===== config.mk =====
export PLATFORM = sky130hd
export DESIGN_NAME = sfx_scheduler
export DESIGN_NICKNAME = d
export VERILOG_FILES = /design/src/rtl/sfx_pkg.sv /design/src/rtl/sfx_voice.sv /design/src/rtl/sfx_scheduler.sv
export SDC_FILE = /design/constraint.sdc
export NUM_CORES = 1
export LEC_CHECK = 0
export BUFFER_PORTS_ARGS = -buffer_cell sky130_fd_sc_hd__buf_2
export CAP_MARGIN = 20
export CORE_AREA = 5 5 100 102
export DETAILED_ROUTE_END_ITERATION = 8
export DIE_AREA = 0 0 105 107
export PLACE_DENSITY = 0.76
export SLEW_MARGIN = 10
export SYNTH_ARGS = -nofsm -noshare
export SYNTH_HDL_FRONTEND = slang
export SYNTH_SLANG_ARGS = --single-unit

===== constraint.sdc =====
create_clock -name clk -period 2.07 [get_ports clk]
set_input_delay 0.3105 -clock clk [delete_from_list [all_inputs] [get_ports clk]]
set_output_delay 0.3105 -clock clk [all_outputs]
set_load 0.01 [all_outputs]

===== src/rtl/sfx_pkg.sv =====
// rtl/sfx_pkg.sv - shared constants, FSM states and helpers for the sound-effect scheduler
package sfx_pkg;

  localparam int MAX_SFX = 8;

  // Playback length in samples for each voice slot
  localparam int SFX_LEN [MAX_SFX] = '{1000, 1000, 1000, 1000, 1000, 1000, 1000, 1000};

  typedef enum logic [1:0] {
    IDLE  = 2'd0,
    LATCH = 2'd1,
    OUT   = 2'd2
  } sfx_state_t;

  localparam logic [2:0] REG_TRIGGER = 3'd0;
  localparam logic [2:0] REG_STOP    = 3'd1;

  function automatic logic [15:0] sat16(input int x);
    if (x > 32767) return 16'h7fff;
    if (x < -32768) return 16'h8000;
    return x[15:0];
  endfunction

endpackage


===== src/rtl/sfx_voice.sv =====
// rtl/sfx_voice.sv - one effect voice: ROM address counter and active flag
module sfx_voice
  import sfx_pkg::*;
#(
  parameter int ADDR_W = 10,
  parameter int LEN    = SFX_LEN[0]
) (
  input  logic              clk,
  input  logic              reset,
  input  logic              start,
  input  logic              stop,
  input  logic              advance,
  output logic [ADDR_W-1:0] addr,
  output logic              active
);

  // A start request outranks both stop and the end-of-voice wrap
  always_ff @(posedge clk) begin
    if (reset) begin
      addr   <= '0;
      active <= 1'b0;
    end else if (start) begin
      addr   <= '0;
      active <= 1'b1;
    end else if (stop) begin
      addr   <= '0;
      active <= 1'b0;
    end else if (advance && active) begin
      if (addr == ADDR_W'(LEN - 1)) begin
        addr   <= '0;
        active <= 1'b0;
      end else begin
        addr <= addr + 1'b1;
      end
    end
  end

endmodule


===== src/rtl/sfx_scheduler.sv =====
// rtl/sfx_scheduler.sv - paces, selects (or mixes with SFX_MIX_EN) and delivers effect samples
module sfx_scheduler
  import sfx_pkg::*;
#(
  parameter int NUM_SFX  = 4,
  parameter int ADDR_W   = 10,
  parameter int TICK_DIV = 6250
) (
  input  logic                      clk,
  input  logic                      reset,
  input  logic [31:0]               writedata,
  input  logic                      write,
  input  logic                      chipselect,
  input  logic [2:0]                address,
  output logic [NUM_SFX*ADDR_W-1:0] rom_addr,
  input  logic [NUM_SFX*16-1:0]     rom_q,
  input  logic                      left_chan_ready,
  input  logic                      right_chan_ready,
  output logic [15:0]               sample_data_l,
  output logic [15:0]               sample_data_r,
  output logic                      sample_valid_l,
  output logic                      sample_valid_r,
  output logic [NUM_SFX-1:0]        active,
  output logic                      underrun
);

  localparam int CNT_W = (TICK_DIV > 1) ? $clog2(TICK_DIV) : 1;

  sfx_state_t       state, state_n;
  logic [CNT_W-1:0] tick_cnt;
  logic             tick;
  logic             reg_wr, wr_trigger, wr_stop;
  logic [2:0]       trig_id;
  logic [NUM_SFX-1:0] v_start, v_stop;
  logic [15:0]      next_sample;
  logic [15:0]      sample_q;
  logic             out_done;
  logic             unused_wd;

  assign tick = (tick_cnt == CNT_W'(TICK_DIV - 1));

  always_ff @(posedge clk) begin
    if (reset || tick) tick_cnt <= '0;
    else               tick_cnt <= tick_cnt + 1'b1;
  end

  assign reg_wr     = write & chipselect;
  assign wr_trigger = reg_wr && (address == REG_TRIGGER);
  assign wr_stop    = reg_wr && (address == REG_STOP);
  assign trig_id    = writedata[2:0];
  assign unused_wd  = ^writedata[30:NUM_SFX];

  genvar v;
  generate
    for (v = 0; v < NUM_SFX; v++) begin : g_voice
      assign v_start[v] = wr_trigger && (trig_id == 3'(v + 1));
      assign v_stop[v]  = (wr_trigger && (trig_id == 3'd0)) || (wr_stop && writedata[v]);

      sfx_voice #(
        .ADDR_W (ADDR_W),
        .LEN    (SFX_LEN[v])
      ) u_voice (
        .clk     (clk),
        .reset   (reset),
        .start   (v_start[v]),
        .stop    (v_stop[v]),
        .advance (state == LATCH),
        .addr    (rom_addr[v*ADDR_W +: ADDR_W]),
        .active  (active[v])
      );
    end
  endgenerate

`ifdef SFX_MIX_EN
  localparam int SUM_W = 16 + $clog2(NUM_SFX);
  logic signed [SUM_W-1:0] mix_sum;

  always_comb begin
    mix_sum = '0;
    for (int i = 0; i < NUM_SFX; i++) begin
      if (active[i]) mix_sum = mix_sum + SUM_W'($signed(rom_q[i*16 +: 16]));
    end
    next_sample = sat16(int'(mix_sum));
  end
`else
  // Walk from the top so the lowest-index active voice is the last to assign
  always_comb begin
    next_sample = '0;
    for (int i = NUM_SFX - 1; i >= 0; i--) begin
      if (active[i]) next_sample = rom_q[i*16 +: 16];
    end
  end
`endif

  assign out_done = (!sample_valid_l || left_chan_ready) && (!sample_valid_r || right_chan_ready);

  always_ff @(posedge clk) begin
    if (reset) state <= IDLE;
    else       state <= state_n;
  end

  always_comb begin
    state_n = state;
    case (state)
      IDLE:    if (tick) state_n = LATCH;
      LATCH:   state_n = OUT;
      OUT:     if (out_done) state_n = IDLE;
      default: state_n = IDLE;
    endcase
  end

  always_ff @(posedge clk) begin
    if (reset) begin
      sample_q       <= '0;
      sample_valid_l <= 1'b0;
      sample_valid_r <= 1'b0;
      underrun       <= 1'b0;
    end else begin
      if (state == LATCH) begin
        sample_q       <= next_sample;
        sample_valid_l <= 1'b1;
        sample_valid_r <= 1'b1;
      end else begin
        if (sample_valid_l && left_chan_ready)  sample_valid_l <= 1'b0;
        if (sample_valid_r && right_chan_ready) sample_valid_r <= 1'b0;
      end
      if (tick && (state != IDLE))          underrun <= 1'b1;
      else if (wr_stop && writedata[31])    underrun <= 1'b0;
    end
  end

  assign sample_data_l = sample_q;
  assign sample_data_r = sample_q;

endmodule

==> results by group, run 1 <==
Yosys
  – Most frequent cell after synthesis: nor2_1
  – Synth Area in Adders: 1.84%
  – Ranking of synthesized cells by area: dfxtp_1, nor2_1, xnor2_1
  – Yosys reg bits: 78
  – Post-synthesis simple-gate area fraction: 27.7%
  – Top post-synthesis cells by count: nor2_1, dfxtp_1, nand2_1
  – Post-synthesis cell type count: 52
  – Compound-Gate Fraction of Synth Area: 16.9%
  – Net Count, Synth: 612
  – Ys async rst share: 0%
  – Yosys warning total: 0
  – Syn Std Cell Area: 0.00408 sq mm
  – Syn avg cell area: 8.14 sq um
  – Largest family of logic cells by synthesized area: simple AND/OR/NAND/NOR gates
  – Cell taking the most area after synthesis: dfxtp_1
  – Post-synthesis sequential area ratio: 38.3%
  – Synth Area in XOR/XNOR: 8.59%
  – Mapped Cells: approximately 500
  – Post-synthesis mux area share: 0%
  – Synth top area share: between 30% and 40%
  – Post-synth EDFFs: 0
  – Main flop type after synthesis: dfxtp_1

Routing
  – Final wirelength: 11.3 mm
  – Vias per cell: 5.49
  – Pre-antenna DRT Iters: 4
  – WL/cell: 15.0 um
  – Total number of vias: 4,131
  – ANT nets after route: 0
  – Drt drc: 0
  – DRC marker count from the first detailed-route iteration: 204

Floorplanning
  – Row count: 35
  – Die Span Y: 107 um
  – Die area: between 0.01 and 0.015 sq mm
  – Initial Util: 45.2%
  – Num ports: 184
  – Core box area: 0.00902 sq mm
  – Die W: 105 um

Worst setup path
  – R2r worst-path depth: 5
  – CP endpoint: g_voice[1].u_voice.addr[8]
  – Worst EP arrival: 2.09 ns
  – Critical Path RT: about 2.3 ns
  – Critical path class: flop to flop
  – Setup crit end kind: flop
  – Worst Setup SP: g_voice[1].u_voice.addr[0]
  – Reg-to-Reg End: g_voice[1].u_voice.addr[8]
  – Worst-path fanout max: 6
  – R2r setup slk: about 0.26 ns
  – Nature of the critical path startpoint: flop
  – Reg-to-reg startpoint: g_voice[1].u_voice.addr[0]

Timing
  – Setup TNS Final: 0 ns
  – Min cycle time layout: about 1.8 ns
  – FMAX: about 0.55 GHz
  – Count of final hold-check violations: 0
  – RSZ-0062 raised after global routing: false
  – Number of max-slew violations in the final report: 0
  – Clock Skews: 0.00875 ns
  – Setup violators final: 0
  – Worst-Margin Slew: about 0.84 ns
  – PnR worst setup slack: 0.255 ns
  – Final period util: 87.7%
  – Slew headroom: 43.9%

Global route
  – First-pass GRT wire length: 18.3 mm
  – Largest net degree at the start of global routing: 34
  – Tot GR Track Use: about a fifth
  – Vias in the first global route: 3,937
  – GRT overflow: 0
  – Initial antenna violation count: 0

Clocking
  – CTS Sinks: 78
  – Hold Buf Count CTS: 0
  – CTS tree: done
  – Clk root buf: clkbuf_8
  – Total CTS buffers: 9
  – PostCTS Resize Cnt: 0
  – CTS H-Tree Depth: 3
  – Clock-pin slew on the worst setup and hold paths: ~0.08 ns
  – Clock insertion delay at the later pin of the skew report: 0.35 ns
  – Setup bufs post-CTS: 0
  – Clk buf depth: 2

Outcome
  – Outcome: complete, no violations

Cells and area
  – Finished Layout Cells: 753
  – Filler cell count: 859
  – Fin util: 56.3%
  – Layout net count: 748
  – Inserted Diodes: 0
  – Share of post-route cells with drive strength above 1: 29.9%
  – P&R area growth vs syn: 24.4%

Power
  – Total power: 2.95 mW
  – Pwr Density: 580 mW/mm^2
  – Worst vdd ir: 489 uV
  – Leakage power: 2.23 nW

Placed design
  – PortBufs: 156
  – Post-place setup slack: 0.0863 ns
  – Placed Instances: 736
  – Detailed placement HPWL: between 8 and 9 mm
  – Placer congestion estimate: 0.903

Run
  – Max-Cap Viols: 0

Min path
  – Hold Path Class: primary input to flop
metrics by stage:
step | hold WS [ns] | area [sq um]
4_1_cts | 0.241 | 5070
2_1_floorplan | 0.441 | 4080
5_1_grt | 0.258 | 5080
6_report | 0.256 | 5080
3_5_place_dp | 0.476 | 4850
3_3_place_gp | 0.458 | 4850
metal layers:
metal  GRT usage, %  routed length, um  share of wire, %  vias up
met2           32.5               5440                48      164
met4           7.76                222               2.0        0
met3           4.58                888               7.8       15
met1           23.9               4780                42     1908
met5              0                  0                 0        -
li1               -                  -                 -     2044
power by group:
group	switching [mW]	internal, mW	total (mW)
registers	0.00853	1.51	1.51
clock network	0.560	0.708	1.27
logic	0.0822	0.0810	0.163
final cells by class:
cell class	instances	area (sq um)	area share [%]
well taps	111	139	2.74
flip-flops and latches	78	1560	30.8
multi-input cells	372	2240	44.2
clock inverters	6	85.1	1.68
repair buffers	170	886	17.5
clock buffers	10	138	2.71
inverters	6	22.5	0.444
worst max-delay path: stages (launching register included):
cell and delay [ns]:
dfxtp_1 0.43, ha_1 0.24, nand4b_2 0.16, or2_1 0.27
or4b_1 0.48, a31oi_1 0.16
kinds of logic after synthesis:
logic type / after synthesis
AO/OA/AOI/OAI: 102
XOR/XNOR: 40
adder cells (fa/ha/maj): 6
buffers and inverters: 51
flip-flops: 78
AND/OR/NAND/NOR: 224
layout by cell type, fill, tap and decap left out, drive strengths merged, types with 9 or more instances in the layout:
cell type / Yosys / routed
nand2: 39 / 39
buf: 23 / 170
a221oi: 16 / 16
nand3: 18 / 18
nor4: 12 / 12
nand4: 13 / 13
nor3: 9 / 9
o21ai: 21 / 21
xor2: 18 / 18
xnor2: 22 / 22
a21oi: 32 / 32
nor2: 87 / 87
dfxtp: 78 / 78
o31a: 16 / 16
clkbuf: 22 / 10
state kept, by name (all words and copies together), names as in the netlist:
signal	flops
state	2
sample_valid_r	1
tick_cnt	13
underrun	1
sample_valid_l	1
g_voice.u_voice.active	4
sample_data_l	16
g_voice.u_voice.addr	40
how the worst min path moves through the flow:
| stage | from | end | slack [ns] | depth (start not counted) |
|---|---|---|---|---|
| final | right_chan_ready | sample_valid_r | 0.26 | 3 |
| after global routing | left_chan_ready | sample_valid_l | 0.26 | 3 |
| after CTS | right_chan_ready | sample_valid_r | 0.24 | 3 |
| after detailed placement | tick_cnt[0] | tick_cnt[0] | 0.48 | 1 |
| after global placement | tick_cnt[0] | tick_cnt[0] | 0.46 | 1 |
| after floorplan | tick_cnt[0] | tick_cnt[0] | 0.44 | 1 |
Note: power is estimated with default switching activity, not from simulation.
==> run 2, diff against run 1 <==
--- a/config.mk
+++ b/config.mk
@@ -5,7 +5,7 @@
 export SDC_FILE = /design/constraint.sdc
 export NUM_CORES = 1
 export LEC_CHECK = 0
-export BUFFER_PORTS_ARGS = -buffer_cell sky130_fd_sc_hd__buf_2
+export BUFFER_PORTS_ARGS = -buffer_cell sky130_fd_sc_hd__buf_4
 export CAP_MARGIN = 20
 export CORE_AREA = 5 5 100 102
 export DETAILED_ROUTE_END_ITERATION = 8
==> results by group, run 2 (same netlist as run 1, synthesis figures left out) <==
Clocking
  – Hold Buf Count CTS: 0 (unchanged)
  – CTS tree: done (unchanged)
  – Setup bufs post-CTS: 0 (unchanged)
  – CTS H-Tree Depth: 3 (unchanged)
  – CTS Sinks: 78 (unchanged)
  – Clk root buf: clkbuf_8 (unchanged)
  – PostCTS Resize Cnt: 0 (unchanged)
  – Clock insertion delay at the later pin of the skew report: 0.34 ns (was 0.35 ns)
  – Clk buf depth: 2 (unchanged)
  – Clock-pin slew on the worst setup and hold paths: 0.08 ns (about the same)
  – Total CTS buffers: 9 (unchanged)

Timing
  – Worst-Margin Slew: 0.841 ns (was 0.842 ns)
  – Clock Skews: 0.0109 ns (was 0.00875 ns)
  – Min cycle time layout: 1.87 ns (was 1.81 ns)
  – Slew headroom: 43.9% (about the same)
  – Setup TNS Final: 0 ns (unchanged)
  – RSZ-0062 raised after global routing: false (unchanged)
  – Setup violators final: 0 (unchanged)
  – Count of final hold-check violations: 0 (unchanged)
  – Number of max-slew violations in the final report: 0 (unchanged)
  – Final period util: 90.5% (was 87.7%)
  – WHS: 0.253 ns (was 0.256 ns)
  – FMAX: 0.534 GHz (was 0.551 GHz)

Global route
  – Initial antenna violation count: 0 (unchanged)
  – Largest net degree at the start of global routing: 34 (unchanged)
  – Tot GR Track Use: 20.1% (was 19.4%)
  – GRT overflow: 0 (unchanged)
  – First-pass GRT wire length: 18.9 mm (was 18.3 mm)
  – Vias in the first global route: 3,928 (was 3,937)

Cells and area
  – Filler cell count: 794 (was 859)
  – Max reg flops: 40 (unchanged)
  – Most flops, register: g_voice.u_voice.addr (unchanged)
  – Leading cell type in the layout, fill and taps excluded: buf_4 (was buf_2)
  – Share of post-route cells with drive strength above 1: 29.5% (was 29.9%)
  – Layout net count: 745 (was 748)
  – P&R area growth vs syn: 33.8% (was 24.4%)
  – Inserted Diodes: 0 (unchanged)
  – Commonest cells after routing, fill and taps aside: buf_4, nor2_1, dfxtp_1 (was buf_2, nor2_1, dfxtp_1)

Floorplanning
  – Num ports: 184 (unchanged)
  – Row count: 35 (unchanged)
  – Die area: 0.0112 sq mm (unchanged)
  – Initial Util: 45.2% (unchanged)
  – Die Span Y: 107 um (unchanged)
  – Die W: 105 um (unchanged)
  – Core box area: 0.00902 sq mm (unchanged)

Routing
  – Total number of vias: 4,130 (was 4,131)
  – ANT nets after route: 0 (unchanged)
  – Pre-antenna DRT Iters: 5 (was 4)
  – Drt drc: 0 (unchanged)
  – WL/cell: 15.5 um (was 15.0 um)
  – DRC marker count from the first detailed-route iteration: 158 (was 204)
  – Vias per cell: 5.51 (was 5.49)
  – Final wirelength: 11.6 mm (was 11.3 mm)

Power
  – Leakage power: 2.28 nW (was 2.23 nW)
  – Pwr Density: 562 mW/mm^2 (was 580 mW/mm^2)
  – Worst vdd ir: 419 uV (was 489 uV)

Worst setup path
  – Worst-path fanout max: 18 (was 6)
  – Worst EP arrival: 2.15 ns (was 2.09 ns)
  – Nature of the critical path startpoint: flop (unchanged)
  – Setup crit end kind: flop (unchanged)
  – Critical Path RT: 2.35 ns (was 2.34 ns)
  – Critical path class: flop to flop (unchanged)

Outcome
  – Outcome: complete, no violations (unchanged)

Placed design
  – Detailed placement HPWL: 8.85 mm (was 8.61 mm)
  – PortBufs: 156 (unchanged)
  – Placer congestion estimate: 0.870 (was 0.903)

Run
  – Max-Cap Viols: 0 (unchanged)

Min path
  – Hold Path Class: primary input to flop (unchanged)
==> run 2: cell count changes in the layout (fill, tap and decap cells not counted), sizes merged <==
cell,before,now
buf,170,167
bufinv,2,3
clkbuf,10,9
clkinvlp,2,1
==> run 2: per-layer routing <==
| metal | wire length [um] | vias up | share of wire [%] | GRT usage (%) |
|---|---|---|---|---|
| li1 | - | 2047 | - | - |
| met1 | 4960 | 1936 | 43 | 25.7 |
| met2 | 5700 | 137 | 49 | 32.9 |
| met3 | 849 | 10 | 7.3 | 5.96 |
| met4 | 132 | 0 | 1.1 | 5.66 |
| met5 | 0 | - | 0 | 0 |
==> run 2: path summary, 6_finish.rpt <==
path	startpoint	to	slack (ns)	cells past startpoint
worst max-delay path	g_voice[1].u_voice.active	g_voice[1].u_voice.active	0.20	4
worst min-delay path	reset	g_voice[1].u_voice.active	0.25	2
worst max register to register	g_voice[1].u_voice.active	g_voice[1].u_voice.active	0.20	4
worst min register to register	tick_cnt[0]	tick_cnt[0]	0.49	1
==> run 2: power breakdown <==
group / total (mW) / switching [mW] / leakage (nW) / internal, mW
Combinational: 0.202 / 0.0813 / 1.53 / 0.121
Clock: 1.35 / 0.554 / 0.115 / 0.794
Sequential: 1.52 / 0.00925 / 0.629 / 1.51
==> run 2: layout make-up <==
cell class	count	area (sq um)	area share (%)
Multi-Input combinational cell	372	2240	41.1
Sequential cell	78	1560	28.6
Timing Repair Buffer	167	1250	23.0
Tap cell	111	139	2.55
Clock buffer	9	124	2.27
Clock inverter	6	111	2.04
Inverter	6	22.5	0.413
==> run 2: critical path: stages (launching register included) <==
cell and delay (ns):
dfxtp_1 0.42, buf_4 0.28, clkinv_1 0.49, a2111o_1 0.47
a21oi_1 0.15
==> run 2: through the flow <==
step	cells	instance area (sq um)	util (%)	setup WS [ns]	power (mW)
after floorplan	501	4080	-	0.391	1.61
after global placement	734	5220	57.9	0.249	1.75
after detailed placement	734	5220	57.9	0.246	1.75
after CTS	749	5460	60.5	0.227	3.09
after global routing	749	5460	60.5	0.0844	3.18
final	749	5460	60.5	0.196	3.07
